File: config.mk
export PLATFORM = sky130hd
export DESIGN_NAME = prog_clock_divider
export DESIGN_NICKNAME = d
export VERILOG_FILES = /design/src/rtl/prog_clock_divider.sv
export SDC_FILE = /design/constraint.sdc
export NUM_CORES = 1
export LEC_CHECK = 0
export CELL_PAD_IN_SITES_DETAIL_PLACEMENT = 1
export CELL_PAD_IN_SITES_GLOBAL_PLACEMENT = 1
export CORE_UTILIZATION = 51
export CTS_CLUSTER_DIAMETER = 150
export CTS_CLUSTER_SIZE = 14
export DETAILED_ROUTE_END_ITERATION = 16
export MAX_ROUTING_LAYER = met4
export PLACE_DENSITY_LB_ADDON = 0.2
export SYNTH_ARGS = -nofsm -noshare
export SYNTH_HDL_FRONTEND = slang
export SYNTH_SLANG_ARGS = --single-unit
File: constraint.sdc
create_clock -name clk_in -period 5.15 [get_ports clk_in]
set_input_delay 0.7725 -clock clk_in [delete_from_list [all_inputs] [get_ports clk_in]]
set_output_delay 0.7725 -clock clk_in [all_outputs]
set_load 0.01 [all_outputs]
File: src/rtl/prog_clock_divider.sv
// Multi-channel programmable clock divider with glitch-free ratio updates.
// Ratio changes are staged and applied only at period boundaries or on sync_all.
module prog_clock_divider #(
  parameter int NUM_CH      = 2,
  parameter int DIV_W       = 8,
  parameter int DEFAULT_DIV = 2,
  localparam int CH_W = (NUM_CH > 1) ? $clog2(NUM_CH) : 1
) (
  input  logic              clk_in,
  input  logic              rst,
  input  logic              sync_all,
  input  logic              cfg_valid,
  output logic              cfg_ready,
  input  logic [CH_W-1:0]   cfg_ch,
  input  logic [DIV_W-1:0]  cfg_div,
  output logic [NUM_CH-1:0] clk_out,
  output logic [NUM_CH-1:0] tick
);

  localparam logic [DIV_W-1:0] ONE  = DIV_W'(1);
  localparam logic [DIV_W-1:0] TWO  = DIV_W'(2);
  localparam logic [DIV_W-1:0] DEFR = DIV_W'(DEFAULT_DIV);

  logic [NUM_CH-1:0] pend_v;

  // Out-of-range channel indices never match, so they read as ready.
  always_comb begin
    cfg_ready = 1'b1;
    for (int i = 0; i < NUM_CH; i++) begin
      if (cfg_ch == CH_W'(i)) begin
        cfg_ready = !pend_v[i];
      end
    end
  end

  for (genvar g = 0; g < NUM_CH; g++) begin : g_ch
    logic [DIV_W-1:0] cnt_q, cnt_d;
    logic [DIV_W-1:0] r_q, r_d;
    logic [DIV_W-1:0] pr_q, pr_d;
    logic             pend_q, pend_d;
    logic             clk_q, clk_d;
    logic             tick_q, tick_d;
    logic             act;
    logic             wrap;
    logic             bnd;
    logic             wr;
    logic [DIV_W-1:0] inc;
    logic [DIV_W-1:0] half;

    always_comb begin
      act    = (r_q >= TWO);
      wrap   = act && (cnt_q == r_q - ONE);
      bnd    = !act || wrap;
      wr     = cfg_valid && cfg_ready
               && (cfg_ch == CH_W'(g));
      inc    = wrap ? '0 : cnt_q + ONE;
      half   = r_q >> 1;
      cnt_d  = cnt_q;
      r_d    = r_q;
      pr_d   = pr_q;
      pend_d = pend_q;
      clk_d  = 1'b0;
      tick_d = 1'b0;
      if (sync_all) begin
        cnt_d = '0;
        if (pend_q) begin
          r_d    = pr_q;
          pend_d = 1'b0;
        end
      end else if (pend_q && bnd) begin
        // Boundary edge: the old period has just ended low.
        r_d    = pr_q;
        pend_d = 1'b0;
        cnt_d  = '0;
        tick_d = wrap;
      end else if (act) begin
        cnt_d  = inc;
        clk_d  = (inc >= half);
        tick_d = wrap;
      end else begin
        cnt_d = '0;
      end
      if (wr) begin
        pend_d = 1'b1;
        pr_d   = cfg_div;
      end
    end

    always_ff @(posedge clk_in or posedge rst) begin
      if (rst) begin
        cnt_q  <= '0;
        r_q    <= DEFR;
        pr_q   <= DEFR;
        pend_q <= 1'b0;
        clk_q  <= 1'b0;
        tick_q <= 1'b0;
      end else begin
        cnt_q  <= cnt_d;
        r_q    <= r_d;
        pr_q   <= pr_d;
        pend_q <= pend_d;
        clk_q  <= clk_d;
        tick_q <= tick_d;
      end
    end

    assign pend_v[g]  = pend_q;
    assign clk_out[g] = clk_q;
    assign tick[g]    = tick_q;
  end

endmodule

# Word-level counts from Yosys, hierarchy flattened
# Cells that the tools add are included.
[classes] add_sub_neg=4 order_cmp=4 eq_ne=4 mux=33 n_bitwise=1 n_reduce_logical=19
[ops] operator="$mux 8" n=14
[ops] operator="$mux 1" n=19
[ops] operator="$add 8x1->8 const B" n=2
[ops] operator="$eq 8x8->1" n=2
[ops] operator="$ge 8x2->1 const B" n=2
[ops] operator="$ge 8x7->1" n=2
[ops] operator="$sub 8x1->8 const B" n=2
[ops] operator="$logic_and 1x1->1" n=7
[ops] operator="$reduce_bool 3->1" n=2
[ops] operator="$logic_not 1->1" n=4
[ops] operator="$ne 2x1->1 const B" n=2
[ops] operator="$reduce_and 2->1" n=2
[ops] operator="$reduce_bool 2->1" n=2
[ops] operator="$logic_or 1x1->1" n=2
[ops] operator="$not 1->1" n=1
[totals] reg_bits=54 inputBits=13 out_inout_bits=5 wordCells=77

# Depth between registers and ports, before layout
# Gate-level depths: netlist of the first run.
[logic_depth] ltp_word=8 mapped_depth=16 depth_no_buf=15

# Worst setup path before layout of the first run
# OpenSTA, ideal clock, no wires.
[synth_path] kind="register to register" from="register g_ch[0].r_q[1]" to="register g_ch[0].clk_q" setup_time_ps=141 t_arrival_ps=3179 required_time_ps=5009 slack_ps=1831 stages_incl_launch_ff=15 path_buffers=1 period_less_slack_ps=3319 path_cell_list="dfstp_2 -> inv_1 -> ha_1 -> clkbuf_2 -> o21ba_1 -> a221oi_1 -> a41o_1 -> nand4_2 -> nor3_1 -> nor2_1 -> ha_1 -> and3_1 -> a221oi_1 -> a21oi_1 -> o2bb2ai_1"
[synth_between] elab_chain_cells=8 word_cells_on_any_way=12 cone_classes="add/sub (1); order compare (2); eq/ne (1); mux (4); reduce/logical (4)"
[synth_rtl] item="start: declaration" line="38" rtl="logic [DIV_W-1:0] r_q, r_d;"
[synth_rtl] item="start signal: assignment" line="99" rtl="r_q <= r_d;"
[synth_rtl] item="$sub 8x1->8" line="52" rtl="wrap = act && (cnt_q == r_q - ONE);"
[synth_rtl] item="$eq 8x8->1" line="52"
[synth_rtl] item="$logic_and 1x1->1" line="52"
[synth_rtl] item="$mux 8" line="56" rtl="inc = wrap ? '0 : cnt_q + ONE;"
[synth_rtl] item="$ge 8x7->1" line="78" rtl="clk_d = (inc >= half);"
[synth_rtl] item="$mux 1" line="76" rtl="end else if (act) begin"
[synth_rtl] item="$mux 1 *" line="70" rtl="end else if (pend_q && bnd) begin"
[synth_rtl] item="$mux 1 *" line="64" rtl="if (sync_all) begin"
[synth_rtl] item="via g_ch[0].clk_d" line="41" rtl="logic clk_q, clk_d;"
[synth_rtl] item="end signal: assignment" line="102" rtl="clk_q <= clk_d;"
[synth_rtl] item="end: declaration" line="41"
# The timed path passes the listed nets; every way through them passes the cells marked *.
# A chain may end at the register's enable or synchronous reset.

# Worst setup path after layout of the first run
# Same ends and word-level chain as after synthesis.

==> metrics.cfg, run 1 <==
[yosys]
synth_edf_count = 0
synthXorXnorAreaFrac = 0.0886
syn_nets = 329
syn-instance-count = 296
syn_avg_cell_area_sq_um = 10.7
ys_types = 51
muxShareOfSynthArea = 0.130
synthArstFlopShare = 1.00
ys_ff_latch = 54
ys_warn_count = 0
yosys.area_share.simple = 0.147
synth_area_sq_um = 3160
synth_top_family_by_area = simple AND/OR/NAND/NOR gates
synth_adder_area_share = 0.0791
synth-compound-area-share = 0.0839
synth-seq-area-share = 0.429
synth-main-ff-cell = dfrtp_1

[final_layout]
syn_to_final_growth_pct = 10.1
final_core_util = 0.585
num_antenna_cells = 0
fin_nets = 346
fillCellCount = 644
final_cell_count_no_fill = 389
drive_above_1_share = 0.140

[clock_tree]
clk_path_buf_depth = 2
cts_resized = 0
post_cts_buffers = 0
cts_tree = built
hold_buffers = 0
insertion_delay_ns = 0.31
htree_num_levels = 2
cts_root_buf = clkbuf_8
cts_buffers = 5
cts.clk_slew.worst_paths_ns = 0.10
cts.sinks = 54

[global_routing]
grt_pass1_vias = 2396
antenna_found_initial = 0
grt_start_max_net_pins = 55
overflow = 0
grt_use_total = 0.260
grt_first_pass_wirelength_microns = 12200

[setup_path]
worstSetupEndpointType = flip-flop
crit_path_max_fanout = 9
reg2reg_to = g_ch[0].clk_q
ff2ff_setup_slack_ns = 1.41
r2r-start = g_ch[0].r_q[1]
worstSetupPathType = flip-flop to flip-flop
critical-path-max-stage-delay_ns = 0.63
critical_path_arrival_ns = 3.91
critPathRequiredTime_ns = 5.32
worst_r2r_path_depth = 13
setup.worst_path.start = g_ch[0].r_q[1]
crit_chain = inv_1 -> ha_1 -> o21ba_1 -> a221oi_1 -> a41o_1 -> nand4_2 -> nor3_1 -> nor2_1 -> ha_1 -> and3_1 -> a221oi_1 -> a21oi_1 -> o2bb2ai_1
start_kind = flip-flop
crit_family = compound AO/OA/AOI/OAI gates
cp_num_buf_inv = 1
cpMaxStageDelayCell = dfstp_2
critical_path_depth = 13
endpoint = g_ch[0].clk_q

[floorplan]
die_y_microns = 80.7
die_area_sq_um = 6520
ios = 18
rows = 28
chipWidth_microns = 80.7
start_util = 0.531
coreArea_sq_um = 5960

[power]
power.density_nw_per_um2 = 470
total_power_mw = 1.64
ir_drop_v = 0.000260
leakage_nw = 1.62

[timing]
rsz0062_at_grt = false
fin_crit_sh = 0.725
finalSetupViolCount = 0
fin_crit_ns = 3.74
worstMarginPinSlew_ns = 0.891
fmax_ghz = 0.268
fin_skew_ns = 0.00643
max-slew-margin-rel = 0.402
finalHoldViolations = 0
tns_ns = 0
final_max_slew_viol_count = 0

[place]
place_congestion = 0.819
port_buffers = 17
placed_cells = 381
dp_hpwl_microns = 5580

[run_status]
status = complete, no violations

[worst_hold_path]
hold_class = flip-flop to flip-flop

[flow_run]
maxCapViolations = 0

[detailed_routing]
drc = 0
route.vias.total = 2230
wl_per_cell_microns = 18.7
wl_microns = 7280
first_iter_violations = 55
ant_nets = 0
viasPerCell = 5.73
dr.pass1.iters = 6

[placed cells by master (no fill, tap or decap), types with 2 or more instances in the layout]
| master | synthesis | layout |
|---|---|---|
| a221oi_1 | 2 | 2 |
| clkdlybuf4s50_1 | 0 | 17 |
| mux2i_1 | 2 | 2 |
| xnor2_1 | 21 | 21 |
| o2111ai_1 | 3 | 3 |
| a21o_1 | 4 | 4 |
| nor3_1 | 11 | 11 |
| a21oi_1 | 6 | 6 |
| nor2_1 | 35 | 35 |
| a211oi_1 | 2 | 2 |
| or2_1 | 2 | 2 |
| mux2_4 | 8 | 8 |
| inv_1 | 21 | 20 |
| nor2b_1 | 3 | 3 |
| nor4_1 | 2 | 2 |
| and3_1 | 7 | 7 |
| ha_1 | 20 | 20 |
| buf_4 | 4 | 3 |
| mux2_1 | 8 | 8 |
| nand2b_1 | 2 | 2 |
| o21bai_1 | 3 | 3 |
| nand3_1 | 9 | 9 |
| dfrtp_1 | 50 | 50 |
| mux2_2 | 16 | 16 |
| o21ai_1 | 4 | 4 |
| clkbuf_8 | 0 | 5 |
| nand2_1 | 9 | 9 |
| xor2_1 | 11 | 11 |
| dfstp_2 | 4 | 4 |
[per-layer routing]
layer / wire length, microns / track usage / up-vias
met1: 3490 / 0.348 / 1128
met4: 80 / 0.0589 / 0
met5: 0 / - / -
met3: 161 / 0.0393 / 7
li1: - / - / 1057
met2: 3540 / 0.418 / 38
[per-stage QoR]
stage               area (sq um)  hold WS (ns)  worst slack (ns)
CTS                         3480         0.514              1.40
finish                      3480         0.512              1.41
global placement            3390         0.466              1.60
detailed placement          3390         0.491              1.44
floorplan                   3160         0.452              1.83
global route                3480         0.535              1.08
[cell usage after synthesis, types with 2 or more instances]
master     count  area share
a211oi_1       2      0.0047
a21o_1         4      0.0095
a21oi_1        6      0.0095
a221oi_1       2      0.0055
and3_1         7       0.014
buf_2          2      0.0032
buf_4          4      0.0095
clkbuf_1       3      0.0036
dfrtp_1       50        0.40
dfstp_2        4       0.033
ha_1          20       0.079
inv_1         21       0.025
mux2_1         8       0.028
mux2_2        16       0.057
mux2_4         8       0.038
mux2i_1        2      0.0063
nand2_1        9       0.011
nand2b_1       2      0.0040
nand3_1        9       0.014
nor2_1        35       0.042
nor2b_1        3      0.0059
nor3_1        11       0.017
nor4_1         2      0.0040
o2111ai_1      3      0.0083
o21ai_1        4      0.0063
o21bai_1       3      0.0071
or2_1          2      0.0040
xnor2_1       21       0.058
xor2_1        11       0.030
[registers in the layout, summed over array words and instances (netlist names)]
name	cells
g_ch.r_q	16
g_ch.clk_q	2
g_ch.pr_q	16
g_ch.tick_q	2
g_ch.cnt_q	16
g_ch.pend_q	2
[cell type report]
type	count	area (sq um)	area share
multi-input combinational	211	1670	0.480
inverter	21	78.8	0.0226
tap	75	93.8	0.0269
clock buffer	6	72.6	0.0208
timing repair buffer	20	193	0.0553
sequential	54	1360	0.390
clock inverter	2	17.5	0.00503
[worst min-delay path by stage]
stage | start | cells after the start | end
after floorplan | g_ch[1].pr_q[0] | 1 | g_ch[1].r_q[0]
after global placement | g_ch[1].pr_q[5] | 1 | g_ch[1].r_q[5]
after detailed placement | g_ch[0].pr_q[2] | 1 | g_ch[0].r_q[2]
after CTS | g_ch[0].pr_q[2] | 1 | g_ch[0].r_q[2]
after global routing | g_ch[0].pr_q[2] | 1 | g_ch[0].r_q[2]
final | g_ch[0].pr_q[2] | 1 | g_ch[0].r_q[2]
[cell families (layout without fill, tap and decap cells)]
family / Yosys count / count (layout)
fa+ha+maj: 20 / 20
flops: 54 / 54
buf+inv: 31 / 49
mux: 34 / 34
compound gates: 35 / 35
simple gates: 90 / 90
xor+xnor: 32 / 32
[power by group]
group | internal (mW) | switching, mW | total, mW | leakage (nW)
Clock | 0.0991 | 0.148 | 0.247 | 0.0458
Sequential | 0.548 | 0.174 | 0.722 | 0.673
Combinational | 0.340 | 0.328 | 0.667 | 0.898
Total | 0.987 | 0.650 | 1.64 | 1.62
Power figures use the tool's default switching activity.
==> run 2: changes to the inputs <==
CORE_UTILIZATION = 43   (was 51)
clock period = 3 ns   (was 5.15 ns; I/O delays follow)
==> run 2 against run 1 <==
Compared with the run above: the flow now finishes with violations (negative setup slack); setup slack got worse by 1.4 ns; non-clock buffer count is 20 higher; register-to-register slack got worse by 1.4 ns; final cell count is 11% higher; sequential share of layout area is 3.4 points lower; first-iteration DRC count is the same; fmax up 24%; total power is 93% higher; global-route usage down 4.3 points; wire length is 1.2% higher; largest cell class unchanged.
==> metrics.cfg, run 2 (synthesis results as in run 1) <==
[clock_tree]
cts_root_buf = clkbuf_8
cts.clk_slew.worst_paths_ns = 0.11
cts_buffers = 5
htree_num_levels = 2
cts_tree = built
cts.sinks = 54
insertion_delay_ns = 0.31
clk_path_buf_depth = 2

[detailed_routing]
wl_per_cell_microns = 17.1
dr.pass1.iters = 4
ant_nets = 0
first_iter_violations = 55
drc = 0
route.vias.total = 2262
viasPerCell = 5.26
wl_microns = 7360

[floorplan]
die_area_sq_um = 7700
die_y_microns = 87.8
coreArea_sq_um = 6940
chipWidth_microns = 87.8
rows = 30
ios = 18
start_util = 0.455

[setup_path]
start_kind = flip-flop
critPathRequiredTime_ns = 3.20
worst_r2r_path_depth = 14
worstSetupEndpointType = flip-flop
reg2reg_to = g_ch[0].clk_q
critical_path_arrival_ns = 3.22
ff2ff_setup_slack_ns = -0.02
r2r-start = g_ch[0].r_q[1]
critical-path-max-stage-delay_ns = 0.56
crit_chain = inv_2 -> ha_4 -> buf_6 -> xor2_1 -> nor4b_2 -> a21oi_2 -> nor3_4 -> buf_6 -> nor2_2 -> ha_1 -> and3_4 -> a221oi_2 -> a21oi_1 -> o2bb2ai_1
setup.worst_path.start = g_ch[0].r_q[1]
crit_path_max_fanout = 6
crit_top_cell = buf_6
cpMaxStageDelayCell = dfstp_2
endpoint = g_ch[0].clk_q
worstSetupPathType = flip-flop to flip-flop

[final_layout]
final_area_sq_um = 3810
final_common_cell = dfrtp_1
final_cell_count_no_fill = 430
num_antenna_cells = 0
syn_to_final_growth_pct = 20.6
drive_above_1_share = 0.246
top_regs = g_ch.cnt_q: 16 flops, g_ch.pr_q: 16 flops, g_ch.r_q: 16 flops
most-common-layout-cells = dfrtp_1 (50), nor2_1 (31), xnor2_1 (20), buf_4 (20), inv_1 (19)
fin_nets = 366

[power]
p_clk_frac = 0.162
power.internal_mw = 1.97
leakage_nw = 1.73
p_comb_frac = 0.475
power.density_nw_per_um2 = 828
switching_share = 0.376
p_sw_mw = 1.19
seq_power_share = 0.363
ir_drop_v = 0.000338

[global_routing]
grt_start_max_net_pins = 55
gr-usage-met3 = 0.0368
grt-busiest-layer = met2
grt_use_met2 = 0.337
grt_pass1_vias = 2372
grtUsageMet1 = 0.296
grt_use_total = 0.217
overflow = 0
antenna_found_initial = 0
grt_first_pass_wirelength_microns = 12100

[timing]
final_max_slew_viol_count = 0
layout_setup_ws_ns = -0.0172
fmax_ghz = 0.331
finalSetupViolCount = 1
finalHoldViolations = 0
fin_crit_ns = 3.02
worstMarginPinSlew_ns = 0.659
rsz0062_at_grt = true
fin_skew_ns = 0.00673
fin_crit_sh = 1.01
max-slew-margin-rel = 0.561

[run_status]
violations = negative setup slack
status = finished with violations

[place]
place_congestion = 0.841
placed_cells = 417
dp_hpwl_microns = 5540
port_buffers = 17
place_area_sq_um = 3570

[flow_run]
maxCapViolations = 0

[worst_hold_path]
hold_class = flip-flop to flip-flop

-- run 2: changes by cell type in the layout (fill, tap and decap cells not counted), sizes merged --
cell,before,now
clkbuf,6,5
bufinv,0,1
inv,22,23
buf,3,23
clkinv,1,0
-- run 2: worst min path at each step --
stage / startpoint / to / slack [ns] / cells after the start
floorplan: g_ch[1].pr_q[0] / g_ch[1].r_q[0] / 0.45 / 1
global placement: g_ch[1].pr_q[7] / g_ch[1].r_q[7] / 0.47 / 1
detailed placement: g_ch[1].pr_q[5] / g_ch[1].r_q[5] / 0.48 / 1
CTS: g_ch[1].pr_q[5] / g_ch[1].r_q[5] / 0.51 / 1
global route: g_ch[1].pr_q[4] / g_ch[1].r_q[4] / 0.52 / 1
finish: g_ch[1].pr_q[4] / g_ch[1].r_q[4] / 0.50 / 1
-- run 2: cell type report --
| class | instances | area [sq um] |
|---|---|---|
| fillers | 750 | 3130 |
| multi-input cells | 211 | 1790 |
| clock buffers | 5 | 68.8 |
| inverters | 21 | 78.8 |
| well taps | 96 | 120 |
| repair buffers | 40 | 354 |
| flip-flops and latches | 54 | 1360 |
| clock inverters | 3 | 47.5 |
-- run 2: what timing repair did --
| action | 4_1_cts | 5_1_grt |
|---|---|---|
| cloned | 0 | 0 |
| hold endpoints to repair | 0 | 0 |
| hold buffers | 0 | 0 |
| resized for setup | 4 | 15 |
| buffers inserted | 1 | 4 |
| endpoints found under the setup margin | 1 | 2 |
| pin swaps | 3 | 15 |
-- run 2: routing by layer --
metal,vias up,wire length [microns]
met3,5,168
met1,1130,3670
met2,26,3460
met5,-,0
met4,0,63
li1,1101,-
-- run 2: per-stage QoR --
step                      TNS, ns  setup slack, ns  hold slack (ns)  total power [mW]   util
after floorplan           -0.0191          -0.0191            0.452              2.10      -
after global placement          0           0.0381            0.468              2.46  0.514
after detailed placement  -0.0719          -0.0719            0.477              2.52  0.514
after CTS                       0           0.0195            0.507              3.08  0.534
after global routing       -0.257           -0.188            0.523              3.39  0.549
final                     -0.0172          -0.0172            0.504              3.16  0.549
-- run 2: power by group through the flow --
stage          combinational, mW  sequential (mW)  clock (mW)
5_1_grt                     1.66             1.18       0.551
3_5_place_dp                1.36             1.16           0
3_3_place_gp                1.31             1.14           0
6_report                    1.50             1.15       0.510
2_1_floorplan              0.962             1.14           0
4_1_cts                     1.41             1.14       0.523
-- run 2: worst max-delay path, delay by kind of cell (launching register included) --
family | cells | cell delay [ns]
flip-flops | 1 | 0.56
buffers and inverters | 3 | 0.33
XOR/XNOR | 1 | 0.14
adder cells (fa/ha/maj) | 2 | 0.45
AND/OR/NAND/NOR | 4 | 0.82
AO/OA/AOI/OAI | 4 | 0.61
